### config.mk
export PLATFORM = sky130hd
export DESIGN_NAME = serial_alu32
export DESIGN_NICKNAME = d
export VERILOG_FILES = /design/src/rtl/serial_alu32.sv
export SDC_FILE = /design/constraint.sdc
export NUM_CORES = 1
export LEC_CHECK = 0
export BUFFER_PORTS_ARGS = -buffer_cell sky130_fd_sc_hd__buf_2
export CORE_MARGIN = 8
export CORE_UTILIZATION = 60
export CTS_CLUSTER_DIAMETER = 150
export CTS_CLUSTER_SIZE = 30
export DETAILED_ROUTE_END_ITERATION = 10
export PLACE_DENSITY = 0.85
export SYNTH_ARGS = -nofsm -noshare
export SYNTH_HDL_FRONTEND = slang
export SYNTH_SLANG_ARGS = --single-unit
export TNS_END_PERCENT = 10
### constraint.sdc
create_clock -name clk -period 4.5 [get_ports clk]
set_input_delay 0.675 -clock clk [delete_from_list [all_inputs] [get_ports clk]]
set_output_delay 0.675 -clock clk [all_outputs]
set_load 0.05 [all_outputs]
### src/rtl/serial_alu32.sv
// serial_alu32: bit-serial WIDTH-bit ALU sequencer with an internal one-bit slice.
// One operation takes WIDTH RUN cycles (LSB first), followed by a single DONE cycle.
//
// Ports:
//   clk       clock, rising edge
//   reset     asynchronous active-low reset
//   start     request; accepted in IDLE or DONE
//   A, B      operands, captured on an accepted start
//   control   op code: 2 ADD, 3 SUB, 4 AND, 5 OR, 6 NOR, 7 XOR, 0/1 invalid
//   busy      high while the RUN phase is in progress
//   done      one-cycle pulse when out/flags become valid
//   out       result, held until the next operation completes
//   carryout  carry out of the MSB (arithmetic ops only)
//   overflow  signed overflow (arithmetic ops only)
//   zero      out == 0
module serial_alu32 #(
   parameter int unsigned WIDTH = 32
) (
   input  logic             clk,
   input  logic             reset,
   input  logic             start,
   input  logic [WIDTH-1:0] A,
   input  logic [WIDTH-1:0] B,
   input  logic [2:0]       control,
   output logic             busy,
   output logic             done,
   output logic [WIDTH-1:0] out,
   output logic             carryout,
   output logic             overflow,
   output logic             zero
);

   localparam int unsigned CntW = $clog2(WIDTH);
   localparam logic [CntW-1:0] LastBit = CntW'(WIDTH - 1);

   localparam logic [2:0] OpAdd = 3'd2;
   localparam logic [2:0] OpSub = 3'd3;
   localparam logic [2:0] OpAnd = 3'd4;
   localparam logic [2:0] OpOr  = 3'd5;
   localparam logic [2:0] OpNor = 3'd6;
   localparam logic [2:0] OpXor = 3'd7;

   typedef enum logic [1:0] {StIdle, StRun, StDone} state_e;

   state_e           state_q, state_d;
   logic [WIDTH-1:0] a_q, a_d, b_q, b_d;
   logic [2:0]       ctrl_q, ctrl_d;
   logic [CntW-1:0]  cnt_q, cnt_d;
   logic             carry_q, carry_d;
   // Partial result: upper WIDTH-1 bits collected so far, filled from the MSB end.
   logic [WIDTH-2:0] res_q, res_d;
   logic [WIDTH-1:0] out_q, out_d;
   logic             cout_q, cout_d, ovf_q, ovf_d, zero_q, zero_d;

   logic             arith;
   logic             b_eff;
   logic             slice_bit, slice_cout;
   logic [WIDTH-1:0] result_full;

   // One-bit ALU slice
   always_comb begin
      arith      = (ctrl_q == OpAdd) || (ctrl_q == OpSub);
      b_eff      = (ctrl_q == OpSub) ? ~b_q[0] : b_q[0];
      slice_bit  = 1'b0;
      slice_cout = 1'b0;
      case (ctrl_q)
         OpAdd, OpSub: begin
            slice_bit  = a_q[0] ^ b_eff ^ carry_q;
            slice_cout = (a_q[0] & b_eff) | (carry_q & (a_q[0] ^ b_eff));
         end
         OpAnd:   slice_bit = a_q[0] & b_q[0];
         OpOr:    slice_bit = a_q[0] | b_q[0];
         OpNor:   slice_bit = ~(a_q[0] | b_q[0]);
         OpXor:   slice_bit = a_q[0] ^ b_q[0];
         default: slice_bit = 1'b0;
      endcase
      result_full = {slice_bit, res_q};
   end

   // Next-state and datapath
   always_comb begin
      state_d = state_q;
      a_d     = a_q;
      b_d     = b_q;
      ctrl_d  = ctrl_q;
      cnt_d   = cnt_q;
      carry_d = carry_q;
      res_d   = res_q;
      out_d   = out_q;
      cout_d  = cout_q;
      ovf_d   = ovf_q;
      zero_d  = zero_q;
      unique case (state_q)
         StIdle, StDone: begin
            if (start) begin
               a_d     = A;
               b_d     = B;
               ctrl_d  = control;
               cnt_d   = '0;
               carry_d = (control == OpSub);
               state_d = StRun;
            end else begin
               state_d = StIdle;
            end
         end
         StRun: begin
            a_d     = a_q >> 1;
            b_d     = b_q >> 1;
            res_d   = result_full[WIDTH-1:1];
            carry_d = slice_cout;
            cnt_d   = cnt_q + 1'b1;
            if (cnt_q == LastBit) begin
               state_d = StDone;
               out_d   = result_full;
               cout_d  = arith & slice_cout;
               // carry_q is the carry into the MSB during this last bit
               ovf_d   = arith & (carry_q ^ slice_cout);
               zero_d  = (result_full == '0);
            end
         end
         default: state_d = StIdle;
      endcase
   end

   always_ff @(posedge clk or negedge reset) begin
      if (!reset) begin
         state_q <= StIdle;
         a_q     <= '0;
         b_q     <= '0;
         ctrl_q  <= '0;
         cnt_q   <= '0;
         carry_q <= 1'b0;
         res_q   <= '0;
         out_q   <= '0;
         cout_q  <= 1'b0;
         ovf_q   <= 1'b0;
         zero_q  <= 1'b1;
      end else begin
         state_q <= state_d;
         a_q     <= a_d;
         b_q     <= b_d;
         ctrl_q  <= ctrl_d;
         cnt_q   <= cnt_d;
         carry_q <= carry_d;
         res_q   <= res_d;
         out_q   <= out_d;
         cout_q  <= cout_d;
         ovf_q   <= ovf_d;
         zero_q  <= zero_d;
      end
   end

   assign busy     = (state_q == StRun);
   assign done     = (state_q == StDone);
   assign out      = out_q;
   assign carryout = cout_q;
   assign overflow = ovf_q;
   assign zero     = zero_q;

endmodule

# Word-level counts from Yosys, hierarchy flattened
# Index checks and enable logic that the tools add are counted.
dict set report classes {
  n_addsub 1
  n_eq_ne 12
  muxes 14
  bitwise 13
  reduce_logical 9
}
# cell n
set ops {}
lappend ops {{32-bit one-hot mux with 2 select lines} 2}
lappend ops {{32-bit 2-to-1 mux} 2}
lappend ops {{32-bit zero test} 1}
lappend ops {{3-bit == test, second input constant} 4}
lappend ops {{5-bit one-hot mux with 2 select lines} 1}
lappend ops {{3-bit by 2-bit == test with 1-bit output, second input constant} 3}
lappend ops {{2-bit AND reduction} 3}
lappend ops {{5-bit by 1-bit adder with 5-bit output, second input constant} 1}
lappend ops {{1-bit AND} 5}
lappend ops {{5-bit == test, second input constant} 1}
lappend ops {{5-bit 2-to-1 mux} 1}
lappend ops {{1-bit one-hot mux with 5 select lines} 1}
lappend ops {{1-bit 2-to-1 mux} 4}
lappend ops {{2-bit one-hot mux with 2 select lines} 1}
lappend ops {{2-bit OR reduction} 2}
lappend ops {{1-bit XOR} 4}
lappend ops {{2-bit by 1-bit == test with 1-bit output, second input constant} 1}
lappend ops {{2-bit == test, second input constant} 1}
lappend ops {{2-bit zero test} 1}
lappend ops {{2-bit 2-to-1 mux} 1}
lappend ops {{2-bit by 1-bit != test with 1-bit output, second input constant} 1}
lappend ops {{2-bit != test, second input constant} 1}
lappend ops {{1-bit inverter} 2}
lappend ops {{1-bit bitwise OR} 2}
lappend ops {{3 further kinds} 3}
dict set report word_totals {
  reg_bits 141
  inputBits 70
  wordCells 60
}

# Longest topological paths before layout
dict set report depth {
  ltp_word 8
  mapped_depth 8
  mapped_depth_nobuf 8
}

# Worst setup path after synthesis
# Ideal clock, no wire load.
dict set report synth_timing {
  path_kind {flip-flop to output port}
  start {reg state_q[1]}
  end {out busy}
  arrival_ns 1.309
  setup_slack_ns 2.516
  stages_incl_launch_ff 7
  n_path_buf 4
  path_cell_list {dfrtp_1 nand2b_1 buf_4 clkinv_2 buf_6 buf_2 buf_2}
}
dict set report synth_between {
  elab_chain_len 1
}
# element line
set synth_rtl {}
lappend synth_rtl {{start, declared} 45} ;# state_e state_q, state_d;
lappend synth_rtl {{start signal, assigned} 127} ;# state_q <= StIdle;
lappend synth_rtl {{start signal, assigned} 139} ;# state_q <= state_d;
lappend synth_rtl {{2-bit by 1-bit == test with 1-bit output} 153} ;# assign busy = (state_q == StRun);
lappend synth_rtl {{end, declared} 25} ;# output logic busy,
# Every way passes these cells.

# Worst setup path after layout
dict set report layout_timing {
  start {reg state_q[0]}
  end {reg a_q[27]}
}
dict set report layout_between {
  elab_chain_len 4
}
# element line
set layout_rtl {}
lappend layout_rtl {{2-bit == test or 2-bit zero test (tied branches)} 93} ;# unique case (state_q)
lappend layout_rtl {{2-bit OR reduction} 93}
lappend layout_rtl {{2-bit != test (no line) or 2-bit nonzero test (tied branches)} n/a}
lappend layout_rtl {{2-bit AND reduction (no line)} n/a}
lappend layout_rtl {{end signal, assigned} 128} ;# a_q <= '0;
lappend layout_rtl {{end signal, assigned} 140} ;# a_q <= a_d;
lappend layout_rtl {{end, declared} 46} ;# logic [WIDTH-1:0] a_q, a_d, b_q, b_d;
# Parallel ways exist; a longest one is shown, timed or not.
# A chain may end at the register's enable or synchronous reset.

==> run metrics <==
drt wl/cell=16.4 microns; Worst IR Drop VDD=0.326 mV; leakage dissipation=0.00380 uW; Seq cells post-synth=141; root buffer cell=clkbuf_8; Clock Skew=20.1 ps; via/cell ratio=5.59; Critical Path RT=4960 ps; area added between synthesis and finish=20.7%; Bufs on Longest Clock Path=2; crit path kind=flip-flop to flip-flop; Final min period=2980 ps; Critical Path Sink Type=flip-flop; Final setup viols=0; die span in y=115 microns; Final nets=725; syn_area_per_cell=10.6 sq um; syn_nets=629; CP arrival=3440 ps; # DRC=0; leading cell types in the layout, fill and taps excluded=nand2_1 (228), dfrtp_1 (140), buf_2 (105), a22oi_1 (60), mux2_4 (28); drt total wl=13.0 mm; fraction of the yosys area taken by sequential cells=59.9%; FP Rows=36; GR Util All Layers=21.1%; initial antenna violation count=1; Slew headroom=25.1%; Initial Utilization=61.1%; post-DP HPWL=8.20 mm; # Post-CTS Setup Buffers=0; Sink Count=141; largest net degree at the start of global routing=108; first-pass GRT wire length=22.1 mm; DIE WIDTH=115 microns; Final period util=66.2%; yosys warns=0; DP Area=6470 sq um; vias in the first global route=4,630; routability cong.=0.757; commonest non-fill, non-tap cell in the layout=nand2_1; FMAX=0.336 GHz; clk slew on worst S/H paths=60 ps; cell count after synthesis=554; Slew Viols, Final=0; Num CTS Buffers=17; # H-tree levels=4; IO buf count=106; Final Hold Fails=0; top-level I/O count=107; PostCTS Resize Cnt=0; initial drt markers=269; total number of vias=4,454; die area=13,200 sq um; GRT overflow=0; crit start category=flip-flop; setup TNS=0 ps; cell area after technology mapping=5890 sq um; status=complete, no violations; Yosys cell types=34; RSZ-0062 raised after global routing=false; Pre-antenna DRT Iters=5; CTS tree=yes; Placeable Area=9640 sq um; reg-to-reg slack, setup=1520 ps; setup slack at placement=1560 ps; number of max-cap violations=0; share of layout cells above drive strength 1=26.5%; antenna-violating nets left=0; fin area=7110 sq um; Post-CTS Hold Buffers=0; PnR worst setup slack=1520 ps; crit-path max FO=51; Least-Margin Pin Slew=1120 ps; Cell Pwr Density=713 nW/um^2; later-pin clock latency in the skew report=530 ps; HP Class=input pin to async pin
[metal layers]
layer	share of wire [%]	vias up	GRT usage, %
li1	-	2073	-
met1	42	2211	26.4
met2	50	155	34.1
met3	7.1	13	5.99
met4	1.3	2	7.97
met5	0.092	-	0
[synth_stat cells]
master    count  area, sq um
xnor2_1       1         8.76
nand2_4       1         11.3
a221o_1       3         30.0
nor2_1        3         11.3
nor3_1        3         15.0
buf_2        11         55.1
dfstp_2       1         26.3
nand4b_1      1         8.76
nor3_2        1         10.0
a22o_1        5         43.8
mux2_1        3         33.8
o21ai_0      10         50.1
nand2b_1      3         18.8
mux2_4       28          420
nand3_1       1         5.00
ha_1          4         50.1
xor2_1        1         8.76
clkbuf_1     14         52.6
buf_1         4         15.0
fa_1          1         20.0
nor2b_1       2         12.5
nand4_1       3         18.8
and3_1        1         6.26
nor2_2        1         6.26
nor4_1        7         43.8
a22oi_1      60          450
buf_6         4         45.0
a32oi_1       1         8.76
inv_1         4         15.0
clkinv_2      1         5.00
buf_4         1         7.51
dfrtp_1     140         3500
nand2_1     228          856
o211ai_1      2         15.0
[final cells by class]
class	count	area (sq um)
diodes	1	2.50
clock buffers	18	418
clock inverters	14	219
fillers	670	2530
inverters	5	20.0
multi-input cells	374	2180
flip-flops and latches	141	3530
well taps	133	166
repair buffers	111	574
[registers in the layout, indices dropped and copies added, names as in the netlist]
name,flops
b_q,32
overflow,1
res_q,31
ctrl_q,3
a_q,32
cnt_q,5
zero,1
out,32
state_q,2
carry_q,1
carryout,1
[critical path, stage by stage, from the launching register on]
cell and delay (ps):
dfrtp_1 430, nand2b_1 90, buf_4 320, clkinv_2 490, nor2_4 1020, buf_4 370, nand2_1 80, nand2_1 80
[path summary, 6_finish.rpt]
check                                  startpoint  cells past startpoint               endpoint
max                        state_q[0]$_DFFE_PN0P_                      7    a_q[27]$_DFFE_PN0P_
min in group clk                             A[6]                      3     a_q[6]$_DFFE_PN0P_
min reg2reg                  cnt_q[3]$_DFFE_PN0P_                      1   cnt_q[3]$_DFFE_PN0P_
min                                         reset                      1  res_q[22]$_DFFE_PN0P_
max reg2reg                state_q[0]$_DFFE_PN0P_                      7    a_q[27]$_DFFE_PN0P_
max in group asynchronous                   reset                      2    a_q[26]$_DFFE_PN0P_
[cells by family (layout without fill, tap and decap cells)]
kind of cell,count (synthesis),after routing,synth area share (%)
fa+ha+maj,5,5,1.19
xor+xnor,2,2,0.298
compound gates,81,81,10.2
flops,141,141,59.9
other cells,0,1,0
mux,31,31,7.71
simple gates,255,255,17.4
buf+inv,39,148,3.31
[report_power, final]
| group | internal, uW | leakage [uW] | total [uW] | switching (uW) |
|---|---|---|---|---|
| sequential | 1730 | 0.00182 | 2070 | 341 |
| clock | 957 | 0.000305 | 1490 | 530 |
| combinational | 553 | 0.00168 | 1510 | 959 |
| total | 3240 | 0.00380 | 5070 | 1830 |
[stage by stage]
| stage | total power, uW | utilization [%] | hold slack, ps | cells |
|---|---|---|---|---|
| 2_1_floorplan | 3170 | - | 379 | 554 |
| 3_3_place_gp | 3450 | 67.1 | 458 | 764 |
| 3_5_place_dp | 3560 | 67.1 | 463 | 764 |
| 4_1_cts | 5100 | 73.7 | 308 | 796 |
| 5_1_grt | 5380 | 73.7 | 357 | 796 |
| 6_report | 5070 | 73.7 | 253 | 797 |
Note: power is estimated with default switching activity, not from simulation.
